==> src/rtl/digit_stream_pkg.sv <==
`default_nettype none
// ============================================================================
// Package  : digit_stream_pkg
// Brief    : Shared states, constants and BCD sizing for digit_stream_tx.
// Revision : 1.0
// ============================================================================
package digit_stream_pkg;

    localparam int c_NIBBLE_W = 4;

    typedef enum logic [2:0] {
        ST_IDLE    = 3'd0,
        ST_CONVERT = 3'd1,
        ST_SELECT  = 3'd2,
        ST_HOLD    = 3'd3,
        ST_GAP     = 3'd4,
        ST_DONE    = 3'd5
    } state_t;

    typedef enum logic [1:0] {
        PH_IDLE = 2'd0,
        PH_HOLD = 2'd1,
        PH_GAP  = 2'd2
    } phase_t;

    // Decimal digits of 2^num_w-1 is floor(num_w*log10(2))+1, four bits each.
    function automatic int dd_bcd_width(input int num_w);
        return c_NIBBLE_W * (((num_w * 30103) / 100000) + 1);
    endfunction

endpackage
`default_nettype wire

==> src/rtl/digit_stream_if.sv <==
`default_nettype none
// ============================================================================
// Interface : digit_stream_if
// Brief     : Request/value inputs and symbol bus outputs of digit_stream_tx.
// Revision  : 1.0
// ============================================================================
interface digit_stream_if #(
    parameter int NUM_W = 32,
    parameter int SYM_W = 4
);
    logic             enabled;
    logic [NUM_W-1:0] num;
    logic [SYM_W-1:0] sym_out;
    logic             controlOut;
    logic             busy;
    logic             done;

    modport master (
        output enabled,
        output num,
        input  sym_out,
        input  controlOut,
        input  busy,
        input  done
    );

    modport slave (
        input  enabled,
        input  num,
        output sym_out,
        output controlOut,
        output busy,
        output done
    );
endinterface
`default_nettype wire

==> src/rtl/symbol_timer.sv <==
`default_nettype none
// ============================================================================
// Module   : symbol_timer
// Brief    : Holds each symbol for HOLD_CYCLES, then idles GAP_CYCLES before
//            picking up the next one; start low clears it immediately.
// Revision : 1.0
// ============================================================================
module symbol_timer
    import digit_stream_pkg::*;
#(
    parameter int SYM_W       = 4,
    parameter int HOLD_CYCLES = 1200000,
    parameter int GAP_CYCLES  = 120000
) (
    input  wire logic             hwclk,
    input  wire logic             rst,
    input  wire logic             start,
    input  wire logic [SYM_W-1:0] sym_in,
    input  wire logic             last,
    output logic      [SYM_W-1:0] sym_out,
    output logic                  controlOut,
    output logic                  done_pulse
);

    localparam int c_MAX_CYC = (HOLD_CYCLES > GAP_CYCLES) ? HOLD_CYCLES : GAP_CYCLES;
    localparam int c_CNT_W   = $clog2(c_MAX_CYC + 1);
    localparam logic [c_CNT_W-1:0] c_HOLD_LD = c_CNT_W'(HOLD_CYCLES - 1);
    localparam logic [c_CNT_W-1:0] c_GAP_LD  = c_CNT_W'(GAP_CYCLES - 1);

    phase_t             r_phase;
    logic [c_CNT_W-1:0] r_cnt;
    logic [SYM_W-1:0]   r_sym;
    logic               r_ctl;

    // Asserted in the final hold cycle so the owner can advance its index
    // before the gap ends and the next symbol is loaded.
    assign done_pulse = (r_phase == PH_HOLD) && (r_cnt == '0);
    assign sym_out    = r_sym;
    assign controlOut = r_ctl;

    always_ff @(posedge hwclk or posedge rst) begin
        if (rst) begin
            r_phase <= PH_IDLE;
            r_cnt   <= '0;
            r_sym   <= '0;
            r_ctl   <= 1'b0;
        end else if (!start) begin
            r_phase <= PH_IDLE;
            r_cnt   <= '0;
            r_sym   <= '0;
            r_ctl   <= 1'b0;
        end else begin
            case (r_phase)
                PH_IDLE: begin
                    r_sym   <= sym_in;
                    r_ctl   <= 1'b1;
                    r_cnt   <= c_HOLD_LD;
                    r_phase <= PH_HOLD;
                end
                PH_HOLD: begin
                    if (r_cnt == '0) begin
                        r_sym <= '0;
                        r_ctl <= 1'b0;
                        if (last) begin
                            r_phase <= PH_IDLE;
                        end else begin
                            r_cnt   <= c_GAP_LD;
                            r_phase <= PH_GAP;
                        end
                    end else begin
                        r_cnt <= r_cnt - 1'b1;
                    end
                end
                PH_GAP: begin
                    if (r_cnt == '0) begin
                        r_sym   <= sym_in;
                        r_ctl   <= 1'b1;
                        r_cnt   <= c_HOLD_LD;
                        r_phase <= PH_HOLD;
                    end else begin
                        r_cnt <= r_cnt - 1'b1;
                    end
                end
                default: r_phase <= PH_IDLE;
            endcase
        end
    end

endmodule
`default_nettype wire

==> src/rtl/digit_stream_tx.sv <==
`default_nettype none
// ============================================================================
// Module   : digit_stream_tx
// Brief    : Captures a binary value, converts it to BCD by double-dabble and
//            sends the digits one timed symbol at a time.
// Revision : 1.0
// ============================================================================
module digit_stream_tx
    import digit_stream_pkg::*;
#(
    parameter int NUM_W       = 32,
    parameter int NUM_DIGITS  = 6,
    parameter int SYM_W       = 4,
    parameter int HOLD_CYCLES = 1200000,
    parameter int GAP_CYCLES  = 120000,
    parameter int MSD_FIRST   = 1,
    parameter int SUPPRESS_LZ = 0
) (
    input  wire logic     hwclk,
    input  wire logic     rst,
    digit_stream_if.slave bus
);

    // Only the low NUM_DIGITS nibbles are kept; add-3 corrections never
    // propagate downward, so the kept nibbles equal num mod 10^NUM_DIGITS.
    localparam int c_BCD_FULL = dd_bcd_width(NUM_W);
    localparam int c_BCD_W    = (c_BCD_FULL < c_NIBBLE_W * NUM_DIGITS) ?
                                c_BCD_FULL : c_NIBBLE_W * NUM_DIGITS;
    localparam int c_IDX_W    = (NUM_DIGITS > 1) ? $clog2(NUM_DIGITS) : 1;
    localparam int c_BIT_W    = (NUM_W > 1) ? $clog2(NUM_W) : 1;
    localparam logic [c_IDX_W-1:0] c_IDX_MAX = c_IDX_W'(NUM_DIGITS - 1);

    state_t              r_state;
    logic [NUM_W-1:0]    r_shift;
    logic [c_BCD_W-1:0]  r_bcd;
    logic [c_BIT_W-1:0]  r_bitcnt;
    logic [c_IDX_W-1:0]  r_idx;
    logic [c_IDX_W-1:0]  r_last_idx;
    logic                r_busy;
    logic                r_done;

    logic [c_NIBBLE_W-1:0] w_digit [NUM_DIGITS];
    logic [c_BCD_W-1:0]    w_bcd_adj;
    logic [c_BCD_W-1:0]    w_bcd_next;
    logic [c_IDX_W-1:0]    w_top_nz;
    logic [c_IDX_W-1:0]    w_first_idx;
    logic [c_IDX_W-1:0]    w_final_idx;
    logic [c_IDX_W-1:0]    w_idx_step;
    logic [SYM_W-1:0]      w_sym_in;
    logic [SYM_W-1:0]      w_sym_out;
    logic                  w_ctl;
    logic                  w_slot_end;
    logic                  w_last;
    logic                  w_run;

    generate
        for (genvar gi = 0; gi < NUM_DIGITS; gi++) begin : g_digit
            if (c_NIBBLE_W * (gi + 1) <= c_BCD_W) begin : g_conv
                assign w_digit[gi] = r_bcd[c_NIBBLE_W*gi +: c_NIBBLE_W];
            end else begin : g_pad
                assign w_digit[gi] = '0;
            end
        end
    endgenerate

    always_comb begin
        w_bcd_adj = r_bcd;
        for (int i = 0; i < c_BCD_W / c_NIBBLE_W; i++) begin
            if (r_bcd[c_NIBBLE_W*i +: c_NIBBLE_W] >= 4'd5) begin
                w_bcd_adj[c_NIBBLE_W*i +: c_NIBBLE_W] = r_bcd[c_NIBBLE_W*i +: c_NIBBLE_W] + 4'd3;
            end
        end
        w_bcd_next = c_BCD_W'({w_bcd_adj, r_shift[NUM_W-1]});
    end

    always_comb begin
        w_top_nz = '0;
        for (int i = 0; i < NUM_DIGITS; i++) begin
            if (w_digit[i] != '0) begin
                w_top_nz = c_IDX_W'(i);
            end
        end
    end

    assign w_first_idx = (MSD_FIRST != 0) ? ((SUPPRESS_LZ != 0) ? w_top_nz : c_IDX_MAX) : '0;
    assign w_final_idx = (MSD_FIRST != 0) ? '0 : ((SUPPRESS_LZ != 0) ? w_top_nz : c_IDX_MAX);
    assign w_idx_step  = (MSD_FIRST != 0) ? (r_idx - 1'b1) : (r_idx + 1'b1);
    assign w_last      = (r_idx == r_last_idx);
    assign w_sym_in    = SYM_W'(w_digit[r_idx]);
    assign w_run       = bus.enabled && ((r_state == ST_HOLD) || (r_state == ST_GAP));

    symbol_timer #(
        .SYM_W       (SYM_W),
        .HOLD_CYCLES (HOLD_CYCLES),
        .GAP_CYCLES  (GAP_CYCLES)
    ) u_symbol_timer (
        .hwclk      (hwclk),
        .rst        (rst),
        .start      (w_run),
        .sym_in     (w_sym_in),
        .last       (w_last),
        .sym_out    (w_sym_out),
        .controlOut (w_ctl),
        .done_pulse (w_slot_end)
    );

    assign bus.sym_out    = w_sym_out;
    assign bus.controlOut = w_ctl;
    assign bus.busy       = r_busy;
    assign bus.done       = r_done;

    always_ff @(posedge hwclk or posedge rst) begin
        if (rst) begin
            r_state    <= ST_IDLE;
            r_shift    <= '0;
            r_bcd      <= '0;
            r_bitcnt   <= '0;
            r_idx      <= '0;
            r_last_idx <= '0;
            r_busy     <= 1'b0;
            r_done     <= 1'b0;
        end else begin
            case (r_state)
                ST_IDLE: begin
                    if (bus.enabled) begin
                        r_shift  <= bus.num;
                        r_bcd    <= '0;
                        r_bitcnt <= c_BIT_W'(NUM_W - 1);
                        r_busy   <= 1'b1;
                        r_state  <= ST_CONVERT;
                    end
                end
                ST_CONVERT: begin
                    if (!bus.enabled) begin
                        r_busy  <= 1'b0;
                        r_state <= ST_IDLE;
                    end else begin
                        r_bcd   <= w_bcd_next;
                        r_shift <= r_shift << 1;
                        if (r_bitcnt == '0) begin
                            r_state <= ST_SELECT;
                        end else begin
                            r_bitcnt <= r_bitcnt - 1'b1;
                        end
                    end
                end
                ST_SELECT: begin
                    if (!bus.enabled) begin
                        r_busy  <= 1'b0;
                        r_state <= ST_IDLE;
                    end else begin
                        r_idx      <= w_first_idx;
                        r_last_idx <= w_final_idx;
                        r_state    <= ST_HOLD;
                    end
                end
                // With one-cycle holds the slot can end while still in GAP.
                ST_HOLD, ST_GAP: begin
                    if (!bus.enabled) begin
                        r_busy  <= 1'b0;
                        r_state <= ST_IDLE;
                    end else if (w_slot_end) begin
                        if (w_last) begin
                            r_busy  <= 1'b0;
                            r_done  <= 1'b1;
                            r_state <= ST_DONE;
                        end else begin
                            r_idx   <= w_idx_step;
                            r_state <= ST_GAP;
                        end
                    end else if ((r_state == ST_GAP) && w_ctl) begin
                        r_state <= ST_HOLD;
                    end
                end
                ST_DONE: begin
                    if (!bus.enabled) begin
                        r_done  <= 1'b0;
                        r_state <= ST_IDLE;
                    end
                end
                default: begin
                    r_busy  <= 1'b0;
                    r_done  <= 1'b0;
                    r_state <= ST_IDLE;
                end
            endcase
        end
    end

endmodule
`default_nettype wire

==> src/flat_wrapper.sv <==
// flat-port wrapper written by rule: the top's interface ports become plain ports
module digit_stream_tx_flat import digit_stream_pkg::*;
#(
    parameter int NUM_W       = 32,
    parameter int NUM_DIGITS  = 6,
    parameter int SYM_W       = 4,
    parameter int HOLD_CYCLES = 1200000,
    parameter int GAP_CYCLES  = 120000,
    parameter int MSD_FIRST   = 1,
    parameter int SUPPRESS_LZ = 0
)
  (hwclk, rst, bus_enabled, bus_num, bus_sym_out, bus_controlOut, bus_busy, bus_done);
  digit_stream_if #(.NUM_W(NUM_W), .SYM_W(SYM_W)) bus_i ();
  input  wire logic hwclk;
  input  wire logic rst;
  input wire logic [$bits(bus_i.enabled)-1:0] bus_enabled;
  input wire logic [$bits(bus_i.num)-1:0] bus_num;
  output wire logic [$bits(bus_i.sym_out)-1:0] bus_sym_out;
  output wire logic [$bits(bus_i.controlOut)-1:0] bus_controlOut;
  output wire logic [$bits(bus_i.busy)-1:0] bus_busy;
  output wire logic [$bits(bus_i.done)-1:0] bus_done;
  assign bus_i.enabled = bus_enabled;
  assign bus_i.num = bus_num;
  assign bus_sym_out = bus_i.sym_out;
  assign bus_controlOut = bus_i.controlOut;
  assign bus_busy = bus_i.busy;
  assign bus_done = bus_i.done;
  digit_stream_tx #(.NUM_W(NUM_W), .NUM_DIGITS(NUM_DIGITS), .SYM_W(SYM_W), .HOLD_CYCLES(HOLD_CYCLES), .GAP_CYCLES(GAP_CYCLES), .MSD_FIRST(MSD_FIRST), .SUPPRESS_LZ(SUPPRESS_LZ)) u_core (.hwclk(hwclk), .rst(rst), .bus(bus_i));
endmodule
==> config.mk <==
export PLATFORM = sky130hd
export DESIGN_NAME = digit_stream_tx_flat
export DESIGN_NICKNAME = d
export VERILOG_FILES = /design/src/rtl/digit_stream_pkg.sv /design/src/rtl/digit_stream_if.sv /design/src/rtl/symbol_timer.sv /design/src/rtl/digit_stream_tx.sv /design/src/flat_wrapper.sv
export SDC_FILE = /design/constraint.sdc
export NUM_CORES = 1
export LEC_CHECK = 0
export CORE_ASPECT_RATIO = 1.75
export CORE_MARGIN = 1.5
export CORE_UTILIZATION = 45
export DETAILED_ROUTE_END_ITERATION = 8
export DONT_BUFFER_PORTS = 1
export MAX_ROUTING_LAYER = met4
export REMOVE_ABC_BUFFERS = 1
export SLEW_MARGIN = 15
export SYNTH_ARGS = -nofsm -noshare
export SYNTH_HDL_FRONTEND = slang
export SYNTH_HIERARCHICAL = 1
export SYNTH_SLANG_ARGS = --single-unit
==> constraint.sdc <==
create_clock -name hwclk -period 4.5 [get_ports hwclk]
set_clock_uncertainty 0.1 [all_clocks]
set_input_delay 1.125 -clock hwclk [delete_from_list [all_inputs] [get_ports hwclk]]
set_output_delay 1.125 -clock hwclk [all_outputs]
set_load 0.01 [all_outputs]
## After elaboration in Yosys (flattened, before gate mapping)

Index checks and enable logic that the tools add are counted.

- Register bits after elaboration: 97
- Input port bits: 35
- Word-level logic and storage cells: 140

- $add $sub $neg: 9
- Order comparisons: 7
- Eq/ne operators: 25
- Mux-type cells: 62
- Bitwise gates (word level): 3
- Reduce and logical (&&, ||, !) cells: 23

Operators by type and width:

| kind | number |
|---|---|
| two-way mux 21 bit | 4 |
| two-way mux 32 bit | 2 |
| case mux 32 bit (2 select lines) | 1 |
| case mux 21 bit (3 select lines) | 1 |
| two-way mux 24 bit | 2 |
| case mux 24 bit (2 select lines) | 1 |
| two-way mux 4 bit | 10 |
| two-way mux 3 bit | 12 |
| greater-or-equal comparator 4 x 3 -> 1 bit (second input constant) | 6 |
| zero test 21 bit | 1 |
| subtractor 21 x 1 -> 21 bit (second input constant) | 1 |
| adder 4 x 2 -> 4 bit (second input constant) | 5 |
| != test 2 bit (second input constant) | 10 |
| two-way mux 5 bit | 3 |
| case mux 3 bit (5 select lines) | 1 |
| AND reduction 5 bit | 3 |
| binary-select mux 4 bit (select 3 bit) | 1 |
| two-way mux 1 bit | 12 |
| case mux 4 bit (3 select lines) | 1 |
| two-way mux 2 bit | 5 |
| case mux 5 bit (2 select lines) | 1 |
| != test 3 bit (second input constant) | 3 |
| AND reduction 4 bit | 2 |
| == test 3 x 2 -> 1 bit (second input constant) | 2 |
| other kinds (28) | 39 |

## Logic depth before layout (Yosys ltp)

Gate-level depths: netlist (run 1).

- Depth after elaboration: 7
- Gate-level depth with buffers: 11

## Cells and area by module

Netlist (run 1), hierarchy kept.

Modules (own cells, without submodules):

| module | times used | cells an instance | area an instance (µm²) | sequential area each (µm²) |
|---|---|---|---|---|
| digit_stream_tx | 1 | 394 | 3,858.7 | 1,726.7 |
| symbol_timer | 1 | 225 | 1,884.3 | 700.7 |

## Least setup slack after synthesis (run 1)

No wires, ideal clock.

- Path kind: in2reg
- Start point: input port bus_enabled
- End point: register u_core.u_symbol_timer.r_cnt[6]
- Library setup time: 0.087 ns
- Arrival time: 2.289 ns
- Required time: 4.313 ns
- Slack: 2.024 ns
- Stages: 6
- Path buffers: 1
- Path through: buf_2 and2_1 inv_1 nor3_1 nand2_1 o211ai_1

- Longest elaborated chain between the ends: 3
- Elaborated cells on any way between the ends: 5
- Those cells by class: eq/ne: 2; mux: 1; reduce/logical: 2

Ends and longest elaborated chain:

| element | line | text |
|---|---|---|
| from (decl) | flat_wrapper.sv:16 | `input wire logic [$bits(bus_i.enabled)-1:0] bus_enabled;` |
| logical AND 1 bit (*) | digit_stream_tx.sv:90 | `assign w_run = bus.enabled && ((r_state == ST_HOLD) \|\| (r_state == ST_GAP));` |
| via u_core.w_run | digit_stream_tx.sv:54 | `logic w_run;` |
| != test 4 x 1 -> 1 bit (no source line) or != test 4 bit (tied branches) | - |  |
| AND reduction 2 bit (no source line) | - |  |
| to (signal assigned) | symbol_timer.sv:71 | `r_cnt <= r_cnt - 1'b1;` |
| to (signal assigned) | symbol_timer.sv:78 | `r_cnt <= c_HOLD_LD;` |
| to (signal assigned) | symbol_timer.sv:81 | `r_cnt <= r_cnt - 1'b1;` |
| to (decl) | symbol_timer.sv:31 | `logic [c_CNT_W-1:0] r_cnt;` |

The timed path passes the listed nets; every way through them passes the cells marked *.
A chain may end at the register's enable or synchronous reset.

## Worst setup path in the final report (run 1)

- Start point: register u_core.r_state[1]
- End point: register u_core.u_symbol_timer.r_cnt[6]

- Longest elaborated chain between the ends: 5
- Elaborated cells on any way between the ends: 8
- Those cells by class: eq/ne: 4; mux: 1; reduce/logical: 3

Ends and longest elaborated chain:

| element | line | text |
|---|---|---|
| from (decl) | digit_stream_tx.sv:33 | `state_t r_state;` |
| from (signal assigned) | digit_stream_tx.sv:114 | `r_state <= ST_IDLE;` |
| from (signal assigned) | digit_stream_tx.sv:130 | `r_state <= ST_CONVERT;` |
| from (signal assigned) | digit_stream_tx.sv:136 | `r_state <= ST_IDLE;` |
| == test 3 x 2 -> 1 bit or == test 3 bit (tied branches) | digit_stream_tx.sv:90 |  |
| logical OR 1 bit (*) | digit_stream_tx.sv:90 |  |
| logical AND 1 bit (*) | digit_stream_tx.sv:90 |  |
| via u_core.w_run | digit_stream_tx.sv:54 |  |
| != test 4 x 1 -> 1 bit (no source line) or != test 4 bit (tied branches) | - |  |
| AND reduction 2 bit (no source line) | - |  |

Marked as above.

==> results by group, run 1 <==
Synth
  • Post-synth EDFFs: 0
  • Top FF cell, synth: dfrtp_1
  • Main combinational cell family by area after synthesis: compound AO/OA/AOI/OAI gates
  • Synth Area in XOR/XNOR: roughly 2.0%
  • Seq/Total Area, Yosys: 42.3%
  • Adder-cell share of the synthesized area: between 4 and 5%
  • Mapped Area: 0.00574 mm²
  • Ys Warns: 6
  • Ys async rst share: between 90% and 100%
  • Seq cells post-synth: between 90 and 100
  • Compound-gate portion of the synthesized area: about a fifth
  • Multiplexer share of the synthesized area: 8.41%
  • Post-Synthesis Cells: between 600 and 700
  • Library cells used by synthesis: 69
  • Synth Area in Simple Gates: 16.8%
  • Synthesized area per cell: 9.28 µm²

Critical path
  • R2r worst-path depth: 8
  • Critical Path End: u_core/u_symbol_timer/r_cnt[6]
  • Reg-to-Reg Start: u_core/r_state[1]
  • Worst path arrival time: ~3.6 ns
  • Required time of the critical path: approximately 4.7 ns
  • CP max stage cell: dfrtp_1
  • Critical path type: reg -> reg
  • Peak fanout along the critical path: 14
  • Crit path cell chain: nor2b_1, nand2_1, o21ai_0, and2_1, inv_1, nor3_1, nand2_1, o211ai_1
  • Most used cell, CP: nand2_1
  • Startpoint types: flip-flop
  • Critical R2R Capture: u_core/u_symbol_timer/r_cnt[6]
  • Reg2reg setup slack: about 1.1 ns
  • Critical Path End Type: flip-flop
  • Worst Setup SP: u_core/r_state[1]
  • Crit-path max cell delay: between 0.6 and 0.7 ns

Power and ir drop
  • Pwr per Cell Area: 303 mW/mm²
  • Sequential share of power: 51.7%
  • Clock power share: between 40% and 50%
  • Power Internal: around 0.0014 W
  • Sw frac: about a quarter
  • Static Leak: roughly 2.7 nW
  • Comb pwr share: slightly below 8%
  • Max VDD drop: between 0.00015 and 0.0002 V
  • Psw: 0.000489 W

Global routing
  • GR Util All Layers: a little under a quarter
  • First-pass GRT wire length: between 20000 and 25000 µm
  • Remaining global-route overflow: 0
  • Largest net degree at the start of global routing: 47
  • Initial antenna violation count: 0
  • Vias in the first global route: approximately 4700

Detailed routing
  • Via-to-Cell Ratio: 5.93
  • Initial DRC count: ~230
  • DRT Pass-1 Iters: 4
  • Routed len/inst: 18.1 µm
  • Post-Route WL: 14100 µm
  • Final routed DRC violation total: 0
  • Post-route ant nets: 0
  • Via count: approximately 4600

Clocking
  • Worst-skew pair later-pin latency: 0.35 ns
  • Clock-pin slew on the worst setup and hold paths: about 0.07 ns
  • Hold_buf cts: 0
  • Total CTS buffers: 9
  • Setup bufs post-CTS: 0
  • Deepest clock path buffer count: 2
  • Htree depth: 3
  • Clk root buf: clkbuf_16
  • CTS sink count: between 90 and 100
  • CTS tree: built
  • Post_cts resized: 0

Placement
  • Routability-driven placement congestion ratio: 0.951
  • Placed cells: between 700 and 800
  • HPWL after detailed placement: roughly 10000 µm
  • Port-buffer cells: 0
  • Placement Cell Area: just under 0.006 mm²
  • Dpl ws: 1.17 ns

Worst hold path
  • Hold crit path type: reg -> reg
  • Hold path cells: 2

STA
  • RSZ-0062 raised after global routing: false
  • Final setup viols: 0
  • Worst Tran Pin Value: approximately 1.0 ns
  • F_max: ~290 MHz
  • Setup TNS: 0 ns
  • Final-report hold violation count: 0
  • Part of the cycle the worst path needs: between 70% and 80%
  • Min Hold Slack: 0.390 ns
  • Final WS setup: between 1 and 1.5 ns
  • Final Max Tran Viols: 0
  • Slew margin rel.: between 30% and 40%
  • Final min period: ~3.4 ns

Floorplanning
  • Starting density of the core: 46.2%
  • Placeable Area: 0.0124 mm²
  • Die Ht: 152 µm
  • Placement Rows: between 50 and 60
  • Die Wd: between 80 and 90 µm
  • Die ar.: approximately 0.013 mm²
  • Top Ports: 42

Finish
  • Commonest non-fill, non-tap cell in the layout: dfrtp_1
  • Antenna cells: 0
  • Ratio of cells with drive above 1 in the final layout: under 10%
  • Post-route cell area: between 0.006 and 0.007 mm²
  • Fin cells: a little under 800
  • FILL cells: ~1200
  • Most frequent cells in the layout: dfrtp_1 (97), nand2_1 (72), o21ai_0 (49)
  • Fin nets: roughly 660
  • Area grow syn2layout: 6.56%

Run status
  • Outcome: finished, final reports clean

Run
  • Max-cap violation count: 0
==> how the worst min path moves through the flow <==
stage	start	to	slack (ns)
after floorplan	u_core/r_shift[0]	u_core/r_shift[0]	0.35
after global placement	u_core/r_shift[18]	u_core/r_shift[18]	0.36
after detailed placement	u_core/r_shift[6]	u_core/r_shift[6]	0.38
after CTS	u_core/r_shift[6]	u_core/r_shift[6]	0.39
after global routing	u_core/r_shift[2]	u_core/r_shift[2]	0.41
final	u_core/r_shift[22]	u_core/r_shift[22]	0.39
==> critical path, delay by kind of cell (launching register included) <==
family,cells,cell delay [ns]
AND/OR/NAND/NOR,5,1.96
buffers and inverters,1,0.24
flip-flops,1,0.63
AO/OA/AOI/OAI,2,0.39
==> through the flow <==
step,util [%],total power [W]
after floorplan,-,0.00108
after global placement,46.9,0.00111
after detailed placement,46.9,0.00112
after CTS,49.2,0.00188
after global routing,49.2,0.00194
final,49.2,0.00185
==> kinds of logic after synthesis <==
| family | Yosys count |
|---|---|
| AOI/OAI and AO/OA | 191 |
| xor gates and xnor gates | 13 |
| and+or+nand+nor | 186 |
| adders and majority gates | 20 |
| muxes | 43 |
| buffers and inverters | 69 |
| DFF | 97 |
==> metal layers <==
metal	GRT usage, %	routed length [µm]	vias up
met3	3.95	505	35
met4	10.9	521	0
li1	-	-	2204
met1	24.6	5490	2271
met2	39.9	7580	113
met5	-	0	-
==> Yosys cell counts (all sizes together) (2+ instances only) <==
library cell	count	area share, %
a31oi	7	0.76
o21a	2	0.28
nand2b	8	0.87
a32o	6	1.0
xor2	6	0.92
buf	22	2.4
a22o	10	1.5
inv	40	2.7
and2	4	0.44
nor4	9	1.7
nor4b	2	0.57
nand2	74	4.9
nand3	20	1.7
mux4	4	1.6
o211ai	7	0.92
o311ai	2	0.61
or2	2	0.22
nor3b	4	0.61
a21oi	30	2.6
nor2b	2	0.22
o31ai	9	1.2
o22ai	15	1.6
or4	3	0.46
mux2i	37	6.4
a22oi	2	0.26
nor3	15	1.6
mux2	2	0.39
nand4	2	0.22
a211oi	3	0.39
o21ai	84	7.4
a21o	3	0.39
xnor2	7	1.1
nor2	35	2.5
o32ai	3	0.46
and3	3	0.33
dfrtp	97	42
clkbuf	7	0.48
ha	20	4.4
==> layout make-up <==
cell class              count  area [µm²]  area share (%)
repair buffers              5        37.5           0.613
clock inverters             7        62.6            1.02
inverters                  40         153            2.49
flip-flops and latches     97        2430            39.7
well taps                 168         210            3.43
clock buffers               9         225            3.68
multi-input cells         453        3000            49.1
==> sequential cells by signal (all words and copies together) (netlist names) <==
| register | count |
|---|---|
| u_core/u_symbol_timer/sym_out | 4 |
| u_core/bus.done | 1 |
| u_core/u_symbol_timer/controlOut | 1 |
| u_core/r_bcd | 24 |
| u_core/r_bitcnt | 5 |
| u_core/r_state | 3 |
| u_core/r_idx | 3 |
| u_core/u_symbol_timer/r_phase | 2 |
| u_core/u_symbol_timer/r_cnt | 21 |
| u_core/r_shift | 32 |
| u_core/bus.busy | 1 |
==> power groups by stage <==
stage | registers, W | logic, W | clock network (W)
global placement | 0.000972 | 0.000142 | 0
detailed placement | 0.000975 | 0.000148 | 0
floorplan | 0.000963 | 0.000119 | 0
global route | 0.000964 | 0.000168 | 0.000809
finish | 0.000957 | 0.000145 | 0.000751
CTS | 0.000957 | 0.000148 | 0.000772
Note: power is estimated with default switching activity, not from simulation.
==> inputs of run 2 (changes only) <==
clock period = 3.34 ns   (was 4.5 ns; I/O delays follow)
==> run 2 against run 1 <==
- highest routed layer unchanged
- fmax rose by 23%
- utilization rose by 0.73 points
- hold slack got worse by 0.048 ns
- power rose by 41%
- sequential share of layout area fell by 0.58 points
- final cell count rose by 0.77%
- register-to-register slack got worse by 0.52 ns
- die area did not move
- combinational power rose by 41%
- non-clock buffer count rose by 6
- sequential power rose by 35%
- critical path type unchanged
- clock power rose by 49%
==> results by group, run 2 (same netlist as run 1, synthesis figures left out) <==
Run status
  • Outcome: finished, final reports clean

Power and ir drop
  • Static Leak: 2.71 nW (+2.1%)
  • Max VDD drop: 0.000223 V (+20%)
  • Comb pwr share: 7.8% (about the same)
  • Psw: 0.000682 W (+39%)
  • Pwr per Cell Area: 420 mW/mm² (+39%)
  • Sw frac: 26.1% (-0.27 points)
  • Clock power share: 42.9% (+2.4 points)
  • Power Internal: 0.00193 W (+41%)
  • Sequential share of power: 49.3% (-2.4 points)

Detailed routing
  • Final routed DRC violation total: 0 (unchanged)
  • Via count: 4713 (+1.9%)
  • Routed len/inst: 18.0 µm (-0.41%)
  • DRT Pass-1 Iters: 5 (+1)
  • Post-Route WL: 14100 µm (+0.35%)
  • Via-to-Cell Ratio: 6.00 (+1.2%)
  • Post-route ant nets: 0 (unchanged)
  • Initial DRC count: 290 (+27%)

Critical path
  • Critical R2R Capture: u_core/u_symbol_timer/r_cnt[16]
  • Worst path arrival time: 2.96 ns (-0.62 ns)
  • Required time of the critical path: 3.52 ns (-1.14 ns)
  • CP max stage cell: dfrtp_1
  • Startpoint types: flip-flop
  • Peak fanout along the critical path: 13 (-1)
  • Reg2reg setup slack: 0.56 ns (-0.52 ns)
  • Most used cell, CP: nand3_1
  • R2r worst-path depth: 9 (+1)
  • Critical Path End Type: flip-flop
  • Crit-path max cell delay: 0.64 ns (about the same)
  • Reg-to-Reg Start: u_core/r_state[1]
  • Crit path cell chain: nor2b_1, nand2_1, o21ai_0, and2_1, buf_4, nand3_1, o22ai_1, o211ai_1, nand3_1
  • Critical path type: reg -> reg

STA
  • Final Max Tran Viols: 0 (unchanged)
  • Final-report hold violation count: 0 (unchanged)
  • Final min period: 2.78 ns (-0.637 ns)
  • Final setup viols: 0 (unchanged)
  • F_max: 360 MHz (+23%)
  • Slew margin rel.: 54.1% (+21 points)
  • Final WS setup: 0.560 ns (-0.523 ns)
  • Worst Tran Pin Value: 0.687 ns (-0.316 ns)
  • Part of the cycle the worst path needs: 83.2% (+7.3 points)
  • Setup TNS: 0 ns (unchanged)
  • RSZ-0062 raised after global routing: false

Worst hold path
  • Hold crit path type: in -> async

Finish
  • Fin nets: 667 (+0.91%)
  • Multi-input gate area: 0.00300 mm² (unchanged)
  • Commonest non-fill, non-tap cell in the layout: dfrtp_1
  • Final core utilization: 50.0% (+0.73 points)
  • Most frequent cells in the layout: dfrtp_1 (97), nand2_1 (72), o21ai_0 (49)
  • Reg area: 0.00243 mm² (unchanged)
  • Top Registers: u_core/r_shift: 32 flops, u_core/r_bcd: 24 flops, u_core/u_symbol_timer/r_cnt: 21 flops
  • Ratio of cells with drive above 1 in the final layout: 9.40% (+0.73 points)
  • Post-route cell area: 0.00621 mm² (+1.5%)
  • Area grow syn2layout: 8.15%
  • Largest Register: u_core/r_shift
  • FILL cells: 1223 (+0.49%)
  • Antenna cells: 0 (unchanged)
  • Largest register FFs: 32 (unchanged)

Clocking
  • Clk root buf: clkbuf_16
  • Post_cts resized: 0 (unchanged)
  • CTS tree: built
  • Worst-skew pair later-pin latency: 0.35 ns (about the same)
  • Htree depth: 3 (unchanged)
  • CTS sink count: 97 (unchanged)
  • Hold_buf cts: 0 (unchanged)
  • Clock-pin slew on the worst setup and hold paths: 0.08 ns (about the same)
  • Setup bufs post-CTS: 0 (unchanged)
  • Total CTS buffers: 9 (unchanged)
  • Deepest clock path buffer count: 2 (unchanged)

Global routing
  • Remaining global-route overflow: 0 (unchanged)
  • First-pass GRT wire length: 23300 µm (-0.56%)
  • GR Util All Layers: 22.9% (-0.11 points)
  • Initial antenna violation count: 0 (unchanged)
  • Largest net degree at the start of global routing: 48 (+2.1%)
  • Vias in the first global route: 4743 (+1.3%)

Floorplanning
  • Placement Rows: 54 (unchanged)
  • Die ar.: 0.0135 mm² (unchanged)
  • Die Wd: 88.4 µm (unchanged)
  • Die Ht: 152 µm (unchanged)
  • Placeable Area: 0.0124 mm² (unchanged)
  • Starting density of the core: 46.2% (unchanged)
  • Top Ports: 42 (unchanged)

Placement
  • Dpl ws: 0.608 ns (-0.559 ns)
  • HPWL after detailed placement: 10400 µm (+1.5%)
  • Port-buffer cells: 0 (unchanged)
  • Placement Cell Area: 0.00589 mm² (+0.99%)
  • Routability-driven placement congestion ratio: 0.912 (-4.1%)

Run
  • Max-cap violation count: 0 (unchanged)
-- run 2: changes by cell type in the layout (fill, tap and decap cells not counted), sizes merged --
cell,previous run,this run
buf,5,11
clkinvlp,3,1
bufinv,0,1
inv,43,44
-- run 2: area by class of cell --
cell class / instances / share of cell area (%)
multi-input combinational: 453 / 48.4
timing repair buffer: 11 / 1.53
clock inverter: 7 / 1.55
inverter: 40 / 2.46
tap: 168 / 3.38
clock buffer: 9 / 3.63
sequential: 97 / 39.1
-- run 2: per-layer routing --
| metal | routed length (µm) | GRT usage [%] | vias to the layer above |
|---|---|---|---|
| met5 | 0 | - | - |
| met4 | 788 | 14.6 | 0 |
| met3 | 635 | 4.93 | 51 |
| met2 | 7660 | 38.8 | 135 |
| met1 | 5070 | 23.0 | 2306 |
| li1 | - | - | 2221 |
-- run 2: per-stage QoR --
step                      cells  hold slack [ns]  total power (W)
after floorplan             590            0.350          0.00146
after global placement      769            0.363          0.00151
after detailed placement    769            0.375          0.00152
after CTS                   785            0.344          0.00265
after global routing        785            0.363          0.00274
final                       785            0.342          0.00261
-- run 2: power groups by stage --
stage / Sequential [W] / Clock [W] / Combinational [W]
after global routing: 0.00129 / 0.00121 / 0.000233
final: 0.00129 / 0.00112 / 0.000204
after global placement: 0.00131 / 0 / 0.000200
after detailed placement: 0.00131 / 0 / 0.000207
after floorplan: 0.00130 / 0 / 0.000160
after CTS: 0.00129 / 0.00116 / 0.000208
-- run 2: how the worst max path moves through the flow --
stage          slack [ns]                               to  cells past startpoint               from
6_report             0.56  u_core/u_symbol_timer/r_cnt[16]                      9  u_core/r_state[1]
4_1_cts              0.58   u_core/u_symbol_timer/r_cnt[6]                      8  u_core/r_state[1]
5_1_grt              0.32   u_core/u_symbol_timer/r_cnt[6]                      8  u_core/r_state[1]
3_5_place_dp         0.61   u_core/u_symbol_timer/r_cnt[6]                      8  u_core/r_state[1]
3_3_place_gp         0.62   u_core/u_symbol_timer/r_cnt[6]                      8  u_core/r_state[1]
2_1_floorplan        0.23                 u_core/r_bcd[11]                      3        bus_enabled
-- run 2: worst max-delay path, delay by kind of cell, from the launching register on --
family / cells / cell delay, ns
DFF: 1 / 0.64
and+or+nand+nor: 5 / 0.85
AOI/OAI and AO/OA: 3 / 0.91
buffers and inverters: 1 / 0.20
